--- src/rtl/voxel_pkg.sv ---
// Shared definitions for the voxel projector.
//   state_t   : renderer FSM states (IDLE, SCAN, WRITE, DONE)
//   AXIS_*    : view-axis encodings carried on the 2-bit axis input
//   shade()   : saturating depth shading
//   map_coord : (axis, u, v, d) -> packed voxel index {z,y,x}
package voxel_pkg;

    typedef enum logic [1:0] {
        IDLE  = 2'd0,
        SCAN  = 2'd1,
        WRITE = 2'd2,
        DONE  = 2'd3
    } state_t;

    localparam logic [1:0] AXIS_XYZ  = 2'd0;  // u=x, v=y, d=z
    localparam logic [1:0] AXIS_XZY  = 2'd1;  // u=x, v=z, d=y
    localparam logic [1:0] AXIS_ZYX  = 2'd2;  // u=z, v=y, d=x
    localparam logic [1:0] AXIS_BACK = 2'd3;  // u=x, v=y, d=N-1-z

    // fg - d*step, clamped at zero. Evaluated at 32 bits, which is never
    // narrower than DATA_W+GRID_BITS for the supported sizes, so the
    // product cannot wrap before the comparison.
    function automatic logic [31:0] shade(input logic [31:0] fg,
                                          input logic [31:0] step,
                                          input logic [31:0] d);
        logic [31:0] drop;
        drop = step * d;
        return (drop > fg) ? 32'd0 : fg - drop;
    endfunction

    // Converts projection coordinates into the {z,y,x} voxel index for a
    // grid of side 2^gb. Fields are packed gb bits each, x in the LSBs.
    function automatic logic [31:0] map_coord(input logic [1:0]  axis,
                                              input logic [31:0] u,
                                              input logic [31:0] v,
                                              input logic [31:0] d,
                                              input int          gb);
        logic [31:0] x;
        logic [31:0] y;
        logic [31:0] z;
        logic [31:0] top;
        top = (32'd1 << gb) - 32'd1;
        x = u;
        y = v;
        z = d;
        case (axis)
            AXIS_XYZ:  ;
            AXIS_XZY:  begin x = u; z = v; y = d; end
            AXIS_ZYX:  begin z = u; y = v; x = d; end
            AXIS_BACK: z = top - d;
            default:   ;
        endcase
        return (z << (2 * gb)) | (y << gb) | x;
    endfunction

endpackage

--- src/rtl/voxel_if.sv ---
// Framebuffer write bus plus voxel load side port of the projector.
//   we, addr, ram_d     : framebuffer write request (projector drives)
//   ram_ready           : arbiter accepts the write this cycle
//   vox_we/addr/d       : voxel grid load strobe, index {z,y,x}, value
// Handshake: we is the valid, ram_ready the ready. A write transfers on a
// cycle where we && ram_ready && !display_on. Once we is high, addr and
// ram_d hold their values and we stays high until that transfer happens;
// we drops the cycle after the transfer.
interface voxel_if #(
    parameter int GRID_BITS = 3,
    parameter int ADDR_W    = 12,
    parameter int DATA_W    = 8
);
    logic                   we;
    logic [ADDR_W-1:0]      addr;
    logic [DATA_W-1:0]      ram_d;
    logic                   ram_ready;
    logic                   vox_we;
    logic [3*GRID_BITS-1:0] vox_addr;
    logic                   vox_d;

    modport master (
        output we, addr, ram_d,
        input  ram_ready, vox_we, vox_addr, vox_d
    );

    modport slave (
        input  we, addr, ram_d,
        output ram_ready, vox_we, vox_addr, vox_d
    );
endinterface

--- src/rtl/voxel_store.sv ---
// N^3 x 1-bit voxel array, N = 2^GRID_BITS.
//   clk, reset : clock, async active-high clear of every voxel
//   we/waddr/wd: single write port
//   raddr/rd   : combinational read port
module voxel_store #(
    parameter int GRID_BITS = 3
) (
    input  logic                   clk,
    input  logic                   reset,
    input  logic                   we,
    input  logic [3*GRID_BITS-1:0] waddr,
    input  logic                   wd,
    input  logic [3*GRID_BITS-1:0] raddr,
    output logic                   rd
);
    localparam int DEPTH = 1 << (3 * GRID_BITS);

    logic [DEPTH-1:0] mem;

    always_ff @(posedge clk or posedge reset) begin
        if (reset) begin
            mem <= '0;
        end else if (we) begin
            mem[waddr] <= wd;
        end
    end

    assign rd = mem[raddr];
endmodule

--- src/rtl/voxel_projector.sv ---
// Orthographic voxel renderer. On the frame trigger (hpos==0, vpos==
// START_LINE) it walks every projected cell (u,v), scans depth d from the
// front until it finds a set voxel or runs out of depth, and writes one
// depth-shaded pixel per cell into the framebuffer during blanking.
//   clk, reset         : pixel clock, async active-high reset
//   fb (voxel_if)      : framebuffer write bus and voxel load port
//   display_on         : active picture; framebuffer writes stall while high
//   hpos, vpos         : raster position, used only for the trigger
//   axis               : view select, latched at frame start
//   busy               : frame in progress (SCAN/WRITE/DONE)
//   done               : one-cycle pulse after the last write completes
//   overrun            : one-cycle pulse when a trigger lands while busy
//   dbg_state          : current FSM state
module voxel_projector
    import voxel_pkg::*;
#(
    parameter int                 GRID_BITS  = 3,
    parameter int                 ADDR_W     = 12,
    parameter int                 DATA_W     = 8,
    parameter int unsigned        FB_BASE    = 0,
    parameter int unsigned        FB_STRIDE  = 16,
    parameter int unsigned        START_LINE = 240,
    parameter logic [DATA_W-1:0]  FG_COLOR   = 8'hFF,
    parameter logic [DATA_W-1:0]  SHADE_STEP = 8'h10,
    parameter logic [DATA_W-1:0]  BG_COLOR   = 8'h00
) (
    input  logic       clk,
    input  logic       reset,
    voxel_if.master    fb,
    input  logic       display_on,
    input  logic [8:0] hpos,
    input  logic [8:0] vpos,
    input  logic [1:0] axis,
    output logic       busy,
    output logic       done,
    output logic       overrun,
    output state_t     dbg_state
);
    localparam int CW = 3 * GRID_BITS;

    state_t                 state_q;
    logic [1:0]             axis_q;
    logic [GRID_BITS-1:0]   u_q;
    logic [GRID_BITS-1:0]   v_q;
    logic [GRID_BITS-1:0]   d_q;
    logic                   we_q;
    logic [ADDR_W-1:0]      addr_q;
    logic [DATA_W-1:0]      ram_d_q;

    logic                   trigger;
    logic                   store_we;
    logic                   vox_hit;
    logic [CW-1:0]          rd_addr;
    logic [ADDR_W-1:0]      cell_addr;
    logic [DATA_W-1:0]      hit_color;
    logic                   write_done;

    assign trigger    = (hpos == 9'd0) && (vpos == 9'(START_LINE));
    // Loads are only honoured while idle so a frame sees a stable grid.
    assign store_we   = fb.vox_we && (state_q == IDLE);
    assign rd_addr    = CW'(map_coord(axis_q, 32'(u_q), 32'(v_q), 32'(d_q), GRID_BITS));
    // Address arithmetic is done at 32 bits and truncated, so it wraps
    // modulo 2^ADDR_W.
    assign cell_addr  = ADDR_W'(FB_BASE + 32'(v_q) * FB_STRIDE + 32'(u_q));
    assign hit_color  = DATA_W'(shade(32'(FG_COLOR), 32'(SHADE_STEP), 32'(d_q)));
    // we_q is always high in WRITE; this is the transfer condition.
    assign write_done = fb.ram_ready && !display_on;

    voxel_store #(
        .GRID_BITS (GRID_BITS)
    ) u_store (
        .clk   (clk),
        .reset (reset),
        .we    (store_we),
        .waddr (fb.vox_addr),
        .wd    (fb.vox_d),
        .raddr (rd_addr),
        .rd    (vox_hit)
    );

    always_ff @(posedge clk or posedge reset) begin
        if (reset) begin
            state_q <= IDLE;
            axis_q  <= AXIS_XYZ;
            u_q     <= '0;
            v_q     <= '0;
            d_q     <= '0;
            we_q    <= 1'b0;
            addr_q  <= '0;
            ram_d_q <= '0;
            busy    <= 1'b0;
            done    <= 1'b0;
            overrun <= 1'b0;
        end else begin
            done    <= 1'b0;
            overrun <= trigger && (state_q != IDLE);
            case (state_q)
                IDLE: begin
                    if (trigger) begin
                        state_q <= SCAN;
                        axis_q  <= axis;
                        u_q     <= '0;
                        v_q     <= '0;
                        d_q     <= '0;
                        busy    <= 1'b1;
                    end
                end
                SCAN: begin
                    // addr/ram_d are only loaded here, on entry to WRITE,
                    // which keeps them frozen for the whole write.
                    if (vox_hit || (d_q == '1)) begin
                        state_q <= WRITE;
                        we_q    <= 1'b1;
                        addr_q  <= cell_addr;
                        ram_d_q <= vox_hit ? hit_color : BG_COLOR;
                    end else begin
                        d_q <= d_q + GRID_BITS'(1);
                    end
                end
                WRITE: begin
                    if (write_done) begin
                        we_q <= 1'b0;
                        d_q  <= '0;
                        if (u_q == '1) begin
                            u_q <= '0;
                            if (v_q == '1) begin
                                state_q <= DONE;
                                done    <= 1'b1;
                            end else begin
                                v_q     <= v_q + GRID_BITS'(1);
                                state_q <= SCAN;
                            end
                        end else begin
                            u_q     <= u_q + GRID_BITS'(1);
                            state_q <= SCAN;
                        end
                    end
                end
                DONE: begin
                    busy    <= 1'b0;
                    state_q <= IDLE;
                end
                default: state_q <= IDLE;
            endcase
        end
    end

    assign fb.we     = we_q;
    assign fb.addr   = addr_q;
    assign fb.ram_d  = ram_d_q;
    assign dbg_state = state_q;
endmodule
--- src/flat_wrapper.sv ---
// flat-port wrapper written by rule: the top's interface ports become plain ports
module voxel_projector_flat import voxel_pkg::*;
#(
    parameter int                 GRID_BITS  = 3,
    parameter int                 ADDR_W     = 12,
    parameter int                 DATA_W     = 8,
    parameter int unsigned        FB_BASE    = 0,
    parameter int unsigned        FB_STRIDE  = 16,
    parameter int unsigned        START_LINE = 240,
    parameter logic [DATA_W-1:0]  FG_COLOR   = 8'hFF,
    parameter logic [DATA_W-1:0]  SHADE_STEP = 8'h10,
    parameter logic [DATA_W-1:0]  BG_COLOR   = 8'h00
)
  (clk, reset, display_on, hpos, vpos, axis, busy, done, overrun, dbg_state, fb_we, fb_addr, fb_ram_d, fb_ram_ready, fb_vox_we, fb_vox_addr, fb_vox_d);
  voxel_if #(.GRID_BITS(GRID_BITS), .ADDR_W(ADDR_W), .DATA_W(DATA_W)) fb_i ();
  input  logic clk;
  input  logic reset;
  input  logic display_on;
  input  logic [8:0] hpos;
  input  logic [8:0] vpos;
  input  logic [1:0] axis;
  output logic busy;
  output logic done;
  output logic overrun;
  output state_t dbg_state;
  output wire logic [$bits(fb_i.we)-1:0] fb_we;
  output wire logic [$bits(fb_i.addr)-1:0] fb_addr;
  output wire logic [$bits(fb_i.ram_d)-1:0] fb_ram_d;
  input wire logic [$bits(fb_i.ram_ready)-1:0] fb_ram_ready;
  input wire logic [$bits(fb_i.vox_we)-1:0] fb_vox_we;
  input wire logic [$bits(fb_i.vox_addr)-1:0] fb_vox_addr;
  input wire logic [$bits(fb_i.vox_d)-1:0] fb_vox_d;
  assign fb_we = fb_i.we;
  assign fb_addr = fb_i.addr;
  assign fb_ram_d = fb_i.ram_d;
  assign fb_i.ram_ready = fb_ram_ready;
  assign fb_i.vox_we = fb_vox_we;
  assign fb_i.vox_addr = fb_vox_addr;
  assign fb_i.vox_d = fb_vox_d;
  voxel_projector #(.GRID_BITS(GRID_BITS), .ADDR_W(ADDR_W), .DATA_W(DATA_W), .FB_BASE(FB_BASE), .FB_STRIDE(FB_STRIDE), .START_LINE(START_LINE), .FG_COLOR(FG_COLOR), .SHADE_STEP(SHADE_STEP), .BG_COLOR(BG_COLOR)) u_core (.clk(clk), .reset(reset), .fb(fb_i), .display_on(display_on), .hpos(hpos), .vpos(vpos), .axis(axis), .busy(busy), .done(done), .overrun(overrun), .dbg_state(dbg_state));
endmodule
--- config.mk ---
export PLATFORM = sky130hd
export DESIGN_NAME = voxel_projector_flat
export DESIGN_NICKNAME = d
export VERILOG_FILES = /design/src/rtl/voxel_pkg.sv /design/src/rtl/voxel_if.sv /design/src/rtl/voxel_store.sv /design/src/rtl/voxel_projector.sv /design/src/flat_wrapper.sv
export SDC_FILE = /design/constraint.sdc
export NUM_CORES = 2
export LEC_CHECK = 0
export CORE_MARGIN = 2
export CORE_UTILIZATION = 55
export DETAILED_ROUTE_END_ITERATION = 12
export PLACE_DENSITY_LB_ADDON = 0.1
export SYNTH_ARGS = -nofsm -noshare
export SYNTH_HDL_FRONTEND = slang
export SYNTH_SLANG_ARGS = --single-unit
--- constraint.sdc ---
create_clock -name clk -period 37.6 [get_ports clk]
set_input_delay 7.52 -clock clk [delete_from_list [all_inputs] [get_ports clk]]
set_output_delay 7.52 -clock clk [all_outputs]
set_load 0.02 [all_outputs]
Word level (Yosys, flattened, before mapping)
Index checks and enable logic that the tools add are counted.
- flip-flop bits (word level): 549
- input port bits: 35
- output and inout port bits: 26
- word-level logic and storage cells: 96
- add/subtract/negate cells: 6
- order comparisons: 3
- eq/ne operators: 16
- multiplexer cells: 35
- bitwise logic cells: 2
- reduce and logical (&&, ||, !) cells: 22
- operators with widths (operator ; number):
    bitwise mux 512 bit ; 1
    2-to-1 mux 3 bit ; 10
    < comparator 9 x 10 -> 1 bit (second input constant) ; 2
    one-hot mux 3 bit (3 select lines) ; 2
    one-hot mux 3 bit (2 select lines) ; 2
    2-to-1 mux 2 bit ; 5
    adder 3 x 1 -> 3 bit (second input constant) ; 3
    binary-select mux 1 bit (select 9 bit) ; 1
    demux 1 bit (select 9 bit) ; 1
    == test 3 bit (second input constant) ; 3
    == test 9 x 8 -> 1 bit (second input constant) ; 1
    greater-or-equal comparator 9 x 1 -> 1 bit (second input constant) ; 1
    zero test 9 bit ; 1
    2-to-1 mux 1 bit ; 9
    OR 9 x 6 -> 9 bit ; 1
    OR 9 bit ; 1
    AND reduction 3 bit ; 3
    adder 7 x 3 -> 8 bit ; 1
    == test 2 bit (second input constant) ; 4
    2-to-1 mux 8 bit ; 1
    inequality test 2 x 1 -> 1 bit (second input constant) ; 4
    one-hot mux 2 bit (4 select lines) ; 1
    nonzero test 2 bit ; 4
    subtractor 8 x 7 -> 8 bit (first input constant) ; 1
    other kinds (12) ; 21

Logic depth before layout (Yosys ltp)
- word-level depth: 9
- mapped depth: 20
- gate-level depth less buffers: 11

Modules after synthesis
From an unflattened synthesis, not the netlist that was laid out.
- cell total of the unflattened synthesis: 3015
- area total of the unflattened synthesis: 27318.7 µm²
- by module, submodules not included (module ; times used ; cells an instance ; area an instance (µm²) ; seq. area each (µm²)):
    voxel_store ; 1 ; 2852 ; 25851.0 ; 12812.3
    voxel_projector ; 1 ; 163 ; 1467.7 ; 675.6

Worst setup path after synthesis
Ideal clock, no wire load.
- kind: input to register
- from: input hpos[3]
- to: register u_core.d_q[1]
- library setup time: 65 ps
- arrival: 9366 ps
- data required time: 37535 ps
- path slack: 28169 ps
- stages on the path: 7
- buffers on the path: 0
- path through: nor4_1 > nand2_1 > or3_1 > a22oi_1 > nand2b_1 > nor4b_1 > a211o_1
- longest elaborated chain between the ends: 4
- RTL lines (element ; line ; RTL):
    start: declaration ; flat_wrapper.sv:19 ; input logic [8:0] hpos;
    zero test 9 bit ; voxel_projector.sv:58 ; assign trigger = (hpos == 9'd0) && (vpos == 9'(START_LINE));
    logical AND 1 bit ; voxel_projector.sv:58 ;
    inequality test 2 x 1 -> 1 bit (no line) ; -- ;
    AND reduction 4 bit (no line) ; -- ;
    end signal: assignment ; voxel_projector.sv:117 ; d_q <= d_q + GRID_BITS'(1);
    end: declaration ; voxel_projector.sv:45 ; logic [GRID_BITS-1:0] d_q;
No other way between the ends.
A chain may end at the register's enable or synchronous reset.

==> flow_summary.json <==
{
  "status": "finished, final reports clean",
  "cts_tree": "yes",
  "yosys.area.top_type": "dfrtp_1",
  "skew_ns": 0.0139,
  "die_x_um": 231,
  "synth_cells": 3387,
  "period_minus_slack_ns": 10.21,
  "grt_first_pass_wirelength_um": 164000,
  "async_flop_share_pct": 100,
  "antenna_found_initial": 4,
  "overflow": 0,
  "cts-resized-gates": 0,
  "nFillCells": 4378,
  "syn2layout_area_growth_pct": 9.20,
  "fin_ws_ns": 27.39,
  "grt_setup_unrepaired": "no",
  "h-tree-depth": 2,
  "synth.distinct_cells": 75,
  "crit_slowest_cell": "buf_4",
  "power.density_mw_per_mm2": 52.8,
  "dpl.hpwl_um": 59200,
  "critPathMaxStageDelay_ns": 0.78,
  "cts_buffer_depth": 3,
  "fmax_mhz": 98.0,
  "cellLeakagePower_nw": 15.1,
  "crit_path_max_fanout": 86,
  "startpoint_type": "input port",
  "root_buffer": "clkbuf_16",
  "multi_input_area_sq_mm": 0.0135,
  "setup_violations": 0,
  "die_area_sq_mm": 0.0535,
  "io_pins": 61,
  "drc_errors": 0,
  "hold_viol": 0,
  "grt_start_max_net_pins": 141,
  "max_slew_margin_pct": 11.7,
  "globalplace.congestion": 0.909,
  "syn-cell-area_sq_mm": 0.0284,
  "crit_type": "in -> async",
  "grt_pass1_vias": 26600,
  "path_common_cell": "buf_4",
  "port_buffers": 54,
  "avgViaCountPerCell": 6.95,
  "ctsHoldBuffers": 0,
  "clock-sinks": 539,
  "register_area_sq_mm": 0.0135,
  "drtPass1Iterations": 8,
  "crit_required_ns": 38.31,
  "ys_seq_area_share_pct": 47.4,
  "clk_pin_slew_worst_paths_ns": 0.06,
  "rows": 83,
  "ant_nets": 0,
  "setup_tns_ns": 0,
  "ys_warn_count": 0,
  "synth_area_leaders": "dfrtp_1, nand3_1, nand2_1, o21ai_0, clkbuf_1",
  "critical_path.endpoint_type": "asynchronous set/reset pin",
  "post_drt_wl_per_cell_um": 27.1,
  "die_y_um": 231,
  "synth_edf_count": 0,
  "ys_ff_latch": 539,
  "core_sq_mm": 0.0512,
  "start_util_pct": 55.5,
  "final_max_slew_viol_count": 0,
  "drive_above_1_share_pct": 7.87,
  "cp.arrival_ns": 10.91,
  "min_period_over_period_pct": 27.1,
  "post_cts_buffers": 0,
  "worst-slew-pin-transition_ns": 1.32,
  "grt_usage_pct": 40.3,
  "final_net_count": 3287,
  "routed_wl_um": 108000,
  "vias": 27600,
  "irDropWorstVdd_v": 0.0000366,
  "avgSynthCellArea_sq_um": 8.39,
  "clk_latency_ns": 0.66,
  "first_iter_violations": 4125,
  "path_cells": "clkdlybuf4s50_1 > inv_8 > buf_4 > buf_4 > buf_4",
  "maxCapViolations": 0,
  "synth_top_area_share_pct": 47.4,
  "synth.top_cells.by_count": "nand2_1, nand3_1, dfrtp_1",
  "synth_ff_type": "dfrtp_1",
  "cts_inserted_buffers": 58,
  "dp_slack_ns": 26.69,
  "hp-class": "reg -> reg",
  "synth.most_common_cell": "nand2_1"
}
## layout make-up
class / instances / area share (%)
sequential: 539 / 43.5
multi-input combinational: 2471 / 43.4
clock buffer: 87 / 5.54
timing repair buffer: 118 / 3.31
tap: 680 / 2.74
clock inverter: 23 / 0.834
inverter: 52 / 0.653
antenna: 4 / 0.0322
## state kept, by name, indices dropped and copies added, names as in the netlist
name / cells
u_core.fb.ram_d: 4
u_core.dbg_state: 2
u_core.v_q: 3
u_core.fb.we: 1
u_core.u_q: 3
u_core.u_store.mem: 512
u_core.busy: 1
u_core.axis_q: 2
u_core.done: 1
u_core.overrun: 1
u_core.fb.addr: 6
u_core.d_q: 3
## cells by family (layout without fill, tap and decap cells)
family / Yosys count / count (layout) / synth area share (%)
buf+inv: 382 / 280 / 5.84
compound gates: 817 / 817 / 16.8
flops: 539 / 539 / 47.4
simple gates: 1517 / 1517 / 23.5
fa+ha+maj: 12 / 12 / 0.528
mux: 119 / 119 / 5.83
other cells: 1 / 10 / 0.0132
## routing by layer
| layer | vias to the layer above | track usage (%) | wire length, um |
|---|---|---|---|
| met5 | - | 0 | 0 |
| met4 | 0 | 25.4 | 7550 |
| met3 | 506 | 9.65 | 12900 |
| met2 | 2041 | 62.2 | 48500 |
| met1 | 13500 | 51.2 | 38900 |
| li1 | 11600 | - | - |
## layout by cell type (no fill, tap or decap), types with 6 or more instances in the layout
| cell type | n |
|---|---|
| a211oi_1 | 81 |
| a21oi_1 | 38 |
| a221oi_1 | 8 |
| a22o_1 | 11 |
| a22oi_1 | 11 |
| a31oi_1 | 28 |
| a32o_1 | 6 |
| a32oi_1 | 15 |
| and3b_1 | 6 |
| buf_4 | 64 |
| clkbuf_1 | 13 |
| clkbuf_16 | 58 |
| clkbuf_8 | 16 |
| clkdlybuf4s50_1 | 53 |
| clkinv_2 | 15 |
| conb_1 | 6 |
| dfrtp_1 | 538 |
| ha_1 | 12 |
| inv_1 | 50 |
| mux2_2 | 9 |
| mux2_4 | 6 |
| mux2i_1 | 70 |
| mux4_2 | 34 |
| nand2_1 | 752 |
| nand2b_1 | 11 |
| nand3_1 | 563 |
| nand4_1 | 15 |
| nor2_1 | 92 |
| nor2_4 | 12 |
| nor3_1 | 9 |
| nor4_1 | 12 |
| o21ai_0 | 538 |
| o22ai_1 | 10 |
| o32ai_1 | 9 |
## worst max-delay path: cells and delay by family
| kind | cells | cell delay, ns |
|---|---|---|
| buffers and inverters | 5 | 3.18 |
## path summary, 6_finish.rpt
path / startpoint / to / slack, ns / cells after the start
setup / recovery: reset / u_core.u_store.mem[261] / 27.39 / 5
hold / removal: u_core.u_store.mem[220] / u_core.u_store.mem[220] / 0.50 / 2
setup reg to reg: u_core.axis_q[1] / u_core.fb.addr[0] / 31.23 / 13
hold reg to reg: u_core.u_store.mem[220] / u_core.u_store.mem[220] / 0.50 / 2
max in group clk: fb_vox_addr[1] / u_core.u_store.mem[478] / 27.68 / 6
min in group asynchronous: reset / u_core.overrun / 7.34 / 2
## report_power, final
group	switching, W	internal (W)	total, W	leakage, nW
Clock	0.000250	0.000350	0.000600	0.990
Combinational	0.000288	0.000124	0.000412	6.60
Sequential	0.0000244	0.000602	0.000627	7.48
Total	0.000563	0.00108	0.00164	15.1
## stage by stage
stage	power, W	cells	cell area [sq um]	utilization [%]	hold slack, ns
floorplan	0.000897	3392	28400	-	0.468
global placement	0.00103	3860	29100	56.7	0.484
detailed placement	0.00103	3860	29100	56.7	0.491
CTS	0.00162	3970	31000	60.6	0.507
global route	0.00168	3973	31000	60.6	0.524
finish	0.00164	3974	31000	60.6	0.503
Power figures use the tool's default switching activity.
